`src/rtl/timer_key_ctrl.sv`:
```
// Key front end for the stopwatch: synchronizes and debounces a push-button and drives the run/stop level.
// Define TIMER_KEY_LONG_PRESS_EN for long-press clear (start toggles on release, clr pulses on a long hold).
module timer_key_ctrl #(
  parameter int CLK_HZ         = 50_000_000,
  parameter int DEBOUNCE_MS    = 20,
  parameter int LONG_MS        = 1000,
  parameter int KEY_ACTIVE_LOW = 1
) (
  input  logic clk,
  input  logic rst,
  input  logic key_in,
  output logic start,
  output logic clr
);

  localparam int DB_CYCLES = CLK_HZ / 1000 * DEBOUNCE_MS;
  localparam int DB_W      = (DB_CYCLES > 1) ? $clog2(DB_CYCLES) : 1;
  localparam logic [DB_W-1:0] DB_LAST = DB_W'(DB_CYCLES - 1);
  localparam logic KEY_REL = (KEY_ACTIVE_LOW != 0) ? 1'b1 : 1'b0;

  localparam logic [1:0] ST_IDLE       = 2'd0;
  localparam logic [1:0] ST_DB_PRESS   = 2'd1;
  localparam logic [1:0] ST_PRESSED    = 2'd2;
  localparam logic [1:0] ST_DB_RELEASE = 2'd3;

  logic [1:0]      sync_q;
  logic            k_s;
  logic [1:0]      state_q, state_d;
  logic [DB_W-1:0] cnt_q, cnt_d, cnt_inc_s;
  logic            press_acc_s;
  logic            start_q, start_d;
`ifdef TIMER_KEY_LONG_PRESS_EN
  logic            rel_acc_s;
`endif

  // Two-stage synchronizer holding the raw pin level
  always_ff @(posedge clk or posedge rst) begin
    if (rst) begin
      sync_q <= {KEY_REL, KEY_REL};
    end else begin
      sync_q <= {sync_q[0], key_in};
    end
  end

  assign k_s       = sync_q[1] ^ KEY_REL;
  assign cnt_inc_s = (cnt_q == DB_LAST) ? cnt_q : cnt_q + DB_W'(1);

  // Debounce FSM next-state; acceptance fires on the sample that brings the count to DB_LAST
  always_comb begin
    state_d     = state_q;
    cnt_d       = cnt_q;
    press_acc_s = 1'b0;
`ifdef TIMER_KEY_LONG_PRESS_EN
    rel_acc_s   = 1'b0;
`endif
    case (state_q)
      ST_IDLE: begin
        if (k_s) begin
          state_d = ST_DB_PRESS;
          cnt_d   = '0;
        end else begin
          state_d = ST_IDLE;
        end
      end
      ST_DB_PRESS: begin
        if (!k_s) begin
          state_d = ST_IDLE;
        end else begin
          cnt_d = cnt_inc_s;
          if (cnt_inc_s == DB_LAST) begin
            press_acc_s = 1'b1;
            state_d     = ST_PRESSED;
          end else begin
            state_d = ST_DB_PRESS;
          end
        end
      end
      ST_PRESSED: begin
        if (!k_s) begin
          state_d = ST_DB_RELEASE;
          cnt_d   = '0;
        end else begin
          state_d = ST_PRESSED;
        end
      end
      ST_DB_RELEASE: begin
        if (k_s) begin
          state_d = ST_PRESSED;
        end else begin
          cnt_d = cnt_inc_s;
          if (cnt_inc_s == DB_LAST) begin
`ifdef TIMER_KEY_LONG_PRESS_EN
            rel_acc_s = 1'b1;
`endif
            state_d = ST_IDLE;
          end else begin
            state_d = ST_DB_RELEASE;
          end
        end
      end
      default: begin
        state_d = ST_IDLE;
        cnt_d   = '0;
      end
    endcase
  end

  // FSM state and debounce counter
  always_ff @(posedge clk or posedge rst) begin
    if (rst) begin
      state_q <= ST_IDLE;
      cnt_q   <= '0;
    end else begin
      state_q <= state_d;
      cnt_q   <= cnt_d;
    end
  end

`ifdef TIMER_KEY_LONG_PRESS_EN
  localparam int LONG_CYCLES = CLK_HZ / 1000 * LONG_MS;
  localparam int HOLD_W      = $clog2(LONG_CYCLES + 1);
  localparam logic [HOLD_W-1:0] HOLD_MAX = HOLD_W'(LONG_CYCLES);

  logic [HOLD_W-1:0] hold_q, hold_d;
  logic              long_q, long_d;
  logic              rel_acc_q;
  logic              clr_q, clr_d;
  logic              held_s;

  // Hold timer; a long hold clears the run level and suppresses the toggle on its release
  always_comb begin
    held_s = (state_q == ST_PRESSED) || (state_q == ST_DB_RELEASE);
    if (press_acc_s) begin
      hold_d = '0;
    end else if (held_s && (hold_q != HOLD_MAX)) begin
      hold_d = hold_q + HOLD_W'(1);
    end else begin
      hold_d = hold_q;
    end
    clr_d = held_s && (hold_q == HOLD_MAX) && !long_q;
    if (press_acc_s) begin
      long_d = 1'b0;
    end else if (clr_d) begin
      long_d = 1'b1;
    end else begin
      long_d = long_q;
    end
    if (clr_d) begin
      start_d = 1'b0;
    end else if (rel_acc_q && !long_q) begin
      start_d = ~start_q;
    end else begin
      start_d = start_q;
    end
  end

  // Output and long-press registers
  always_ff @(posedge clk or posedge rst) begin
    if (rst) begin
      hold_q    <= '0;
      long_q    <= 1'b0;
      rel_acc_q <= 1'b0;
      clr_q     <= 1'b0;
      start_q   <= 1'b0;
    end else begin
      hold_q    <= hold_d;
      long_q    <= long_d;
      rel_acc_q <= rel_acc_s;
      clr_q     <= clr_d;
      start_q   <= start_d;
    end
  end

  assign clr = clr_q;
`else
  logic press_acc_q;

  always_comb begin
    if (press_acc_q) begin
      start_d = ~start_q;
    end else begin
      start_d = start_q;
    end
  end

  // Toggle one cycle after press acceptance
  always_ff @(posedge clk or posedge rst) begin
    if (rst) begin
      press_acc_q <= 1'b0;
      start_q     <= 1'b0;
    end else begin
      press_acc_q <= press_acc_s;
      start_q     <= start_d;
    end
  end

  assign clr = 1'b0;
`endif

  assign start = start_q;

endmodule

```
`config.mk`:
```
export PLATFORM = sky130hd
export DESIGN_NAME = timer_key_ctrl
export DESIGN_NICKNAME = d
export VERILOG_FILES = /design/src/rtl/timer_key_ctrl.sv
export SDC_FILE = /design/constraint.sdc
export NUM_CORES = 1
export LEC_CHECK = 0
export ABC_AREA = 1
export BUFFER_PORTS_ARGS = -buffer_cell sky130_fd_sc_hd__buf_4
export CORE_MARGIN = 2
export CORE_UTILIZATION = 40
export DETAILED_ROUTE_END_ITERATION = 7
export PLACE_DENSITY = 0.55
export SYNTH_ARGS = -nofsm -noshare
export SYNTH_HDL_FRONTEND = slang
export SYNTH_SLANG_ARGS = --single-unit
```
`constraint.sdc`:
```
create_clock -name clk -period 1.9 [get_ports clk]
set_input_delay 0.38 -clock clk [delete_from_list [all_inputs] [get_ports clk]]
set_output_delay 0.38 -clock clk [all_outputs]
set_load 0.01 [all_outputs]
```
==> flow_summary_export.csv <==
group,metric,value,unit
synth,syn_area,1839,µm²
timing,hold_viol,0,
timing,max_freq,0.5325,GHz
worst_setup_path,setup.worst_path.start,"cnt_q[1]$_DFFE_PP0P_",
cells_and_area,n_fill_cell,425,
placed_design,io_buffer_count,3,
global_route,grt_pass1_vias,1891,
synth,synth_ff_type,"dfrtp_1",
placed_design,place_ws,0.007090,ns
run_status,status,"completed",
hold_path,hp-class,"in -> async",
worst_setup_path,worstSetupPathType,"reg -> reg",
global_route,grt_max_degree,27,
clock_network,cts-root-buf,"clkbuf_8",
synth,synth.ff_latch_count,26,
placed_design,gp_congestion,0.8876,
cells_and_area,fin_util,56.14,%
pwr,p_switching,281.5,µW
floorplanning,die_area,5157,µm²
drt,num_vias,1968,
global_route,grt-ovfl-total,0,
synth,avgSynthCellArea,6.616,µm²
synth,postSynthCellCount,278,
timing,hold_ws,0.1498,ns
worst_setup_path,critPathArrivalTime,2.06,ns
global_route,track_usage,23.39,%
floorplanning,coreArea,4384,µm²
drt,route.final.wire_length,5747,µm
floorplanning,pin_count,5,
drt,drtIter0Drc,241,
pwr,p_leak,0.001134,µW
timing,skew,0.002850,ns
worst_setup_path,startpoint_type,"flop",
pwr,pwr_density_cell,480.6,nW/µm²
clock_network,clkLatencyLatePin,0.28,ns
synth,yosysSeqAreaShare,35.51,%
drt,wl_per_cell,15.37,µm
clock_network,cts.sinks,26,
synth,yosys_warnings,0,
timing,rsz0062_at_grt,"yes",
timing,finalCritPeriodShare,98.84,%
cells_and_area,stdcell_count,374,
pwr,p_int,901.3,µW
global_route,antenna_found_initial,0,
timing,slew_violations,0,
placed_design,dp_hpwl,4224,µm
synth,synth_fp_nets,282,
drt,detail-route-antenna-nets,0,
cells_and_area,fin_nets,327,
clock_network,clk_pin_slew,0.09,ns
pwr,pwr-share-comb,11.0,%
worst_setup_path,rr_startpoint,"cnt_q[1]$_DFFE_PP0P_",
floorplanning,fp-row-count,24,
worst_setup_path,path_max_fanout,5,
pwr,power_frac_seq,49.0,%
timing,fin_tns_setup,0,ns
clock_network,numCtsBuffers,3,
drt,viasPerCell,5.262,
pwr,peakVddDrop,0.0002781,V
cells_and_area,diodes,0,
placed_design,dpl.cell_count,357,
run,max-cap-violations,0,
synth,synth_edf_count,0,
pwr,power_frac_clock,40.0,%
cells_and_area,areaGrowthSynthToFinish,33.81,%
floorplanning,fp.dieW,71.81,µm
worst_setup_path,cp.required,2.08,ns
cells_and_area,drive_gt1_share,32.61,%
drt,dr.pass1.iters,5,
clock_network,cts_tree,"built",
floorplanning,start_util,41.95,%
pwr,switching_share,23.80,%
timing,fin_crit,1.878,ns
floorplanning,die_h,71.81,µm
worst_setup_path,endpoint_kind,"flop",
synth,ys_types,26,
clock_network,cts_max_path_buffers,2,
global_route,grt_pass1_wl,9114,µm
synth,ys_async_sr_fraction,100.0,%
clock_network,htree_levels,1,
timing,finalSetupViolations,0,
timing,setup_ws,0.02198,ns
drt,drc,0,
worst max-delay path: stages, from the launching register on:
cell	delay [ns]
dfrtp_1	0.42
ha_4	0.20
nand3_4	0.14
buf_4	0.17
nor2_2	0.09
nand3_1	0.07
nand2_1	0.09
nand2_2	0.07
nor2_2	0.13
nand3_2	0.11
nor2_4	0.14
nand2_1	0.06
nand2_1	0.05
nand2_1	0.04
registers in the layout, indices dropped and copies added (netlist names):
signal / flops
state_q: 2
cnt_q: 20
press_acc_q: 1
start: 1
sync_q: 2
synth_stat cells (all sizes together) (2+ instances only):
library cell	n	area [µm²]
nand4	7	43.79
clkbuf	2	7.510
inv	41	153.9
dfstp	2	52.55
nor2	49	221.5
xor2	7	61.31
nand2	78	302.8
o22ai	12	75.07
nand3	31	165.2
dfrtp	24	600.6
o21ai	12	60.06
nor3	5	35.03
cells in the final DEF, fill, tap and decap left out, types with 3 or more instances in the layout:
cell      instances
nand2_1          62
nand3_1          21
dfrtp_2           6
nor2_2            9
o22ai_1          12
nor3_1            3
o21ai_0           9
inv_1            39
buf_4            41
nand4_1           7
nor2_4            7
nand3_2           8
nor2_1           33
nand2_2          14
xor2_1            6
clkbuf_8          3
dfrtp_1          18
final cells by class:
cell class	instances	area (µm²)	share of cell area (%)
multi-input combinational	208	1180	47.94
sequential	26	660.6	26.84
timing repair buffer	43	330.3	13.42
inverter	41	153.9	6.253
tap	52	65.06	2.644
clock buffer	3	41.29	1.678
clock inverter	1	30.03	1.220
per-layer routing:
| metal | global-route usage (%) | vias up | part of all wire, % |
|---|---|---|---|
| met1 | 33.86 | 930 | 47 |
| met2 | 36.52 | 56 | 48 |
| met3 | 2.250 | 5 | 4.2 |
| met4 | 8.176 | 0 | 0.85 |
| met5 | 0 | - | 0 |
| li1 | - | 977 | - |
path summary, 6_finish.rpt:
check	endpoint	slack, ns	depth (start not counted)
min in group clk	sync_q[0]$_DFF_PP1_	0.20	1
max in group asynchronous	sync_q[0]$_DFF_PP1_	1.46	3
min	state_q[0]$_DFF_PP0_	0.15	3
min reg2reg	sync_q[1]$_DFF_PP1_	0.36	0
max	state_q[1]$_DFF_PP0_	0.02	13
max reg2reg	state_q[1]$_DFF_PP0_	0.02	13
metrics by stage:
| step | total power [µW] | area (µm²) |
|---|---|---|
| after global routing | 1228 | 2461 |
| after CTS | 1187 | 2202 |
| after global placement | 702.1 | 2115 |
| final | 1183 | 2461 |
| after detailed placement | 702.3 | 2115 |
| after floorplan | 651.2 | 1839 |
power by group through the flow:
stage	registers (µW)	clock network, µW	logic, µW
6_report	580	473	130
5_1_grt	581	501	145
4_1_cts	575	492	120
3_5_place_dp	585	0	117
3_3_place_gp	585	0	118
2_1_floorplan	587	0	64.0
cells by family after synthesis:
group | Yosys count | share of synthesized area, %
flops | 26 | 35.51
simple gates | 171 | 42.11
buf+inv | 44 | 9.184
fa+ha+maj | 1 | 0.6802
compound gates | 27 | 8.503
xor+xnor | 8 | 3.810
other cells | 1 | 0.2039
what timing repair did:
action,4_1_cts,5_1_grt
pin swaps,1,17
buffers inserted,0,13
gates resized for setup,4,47
hold buffers,0,0
endpoints found under the setup margin,1,3
No activity file was read; power rests on OpenSTA's default activity.
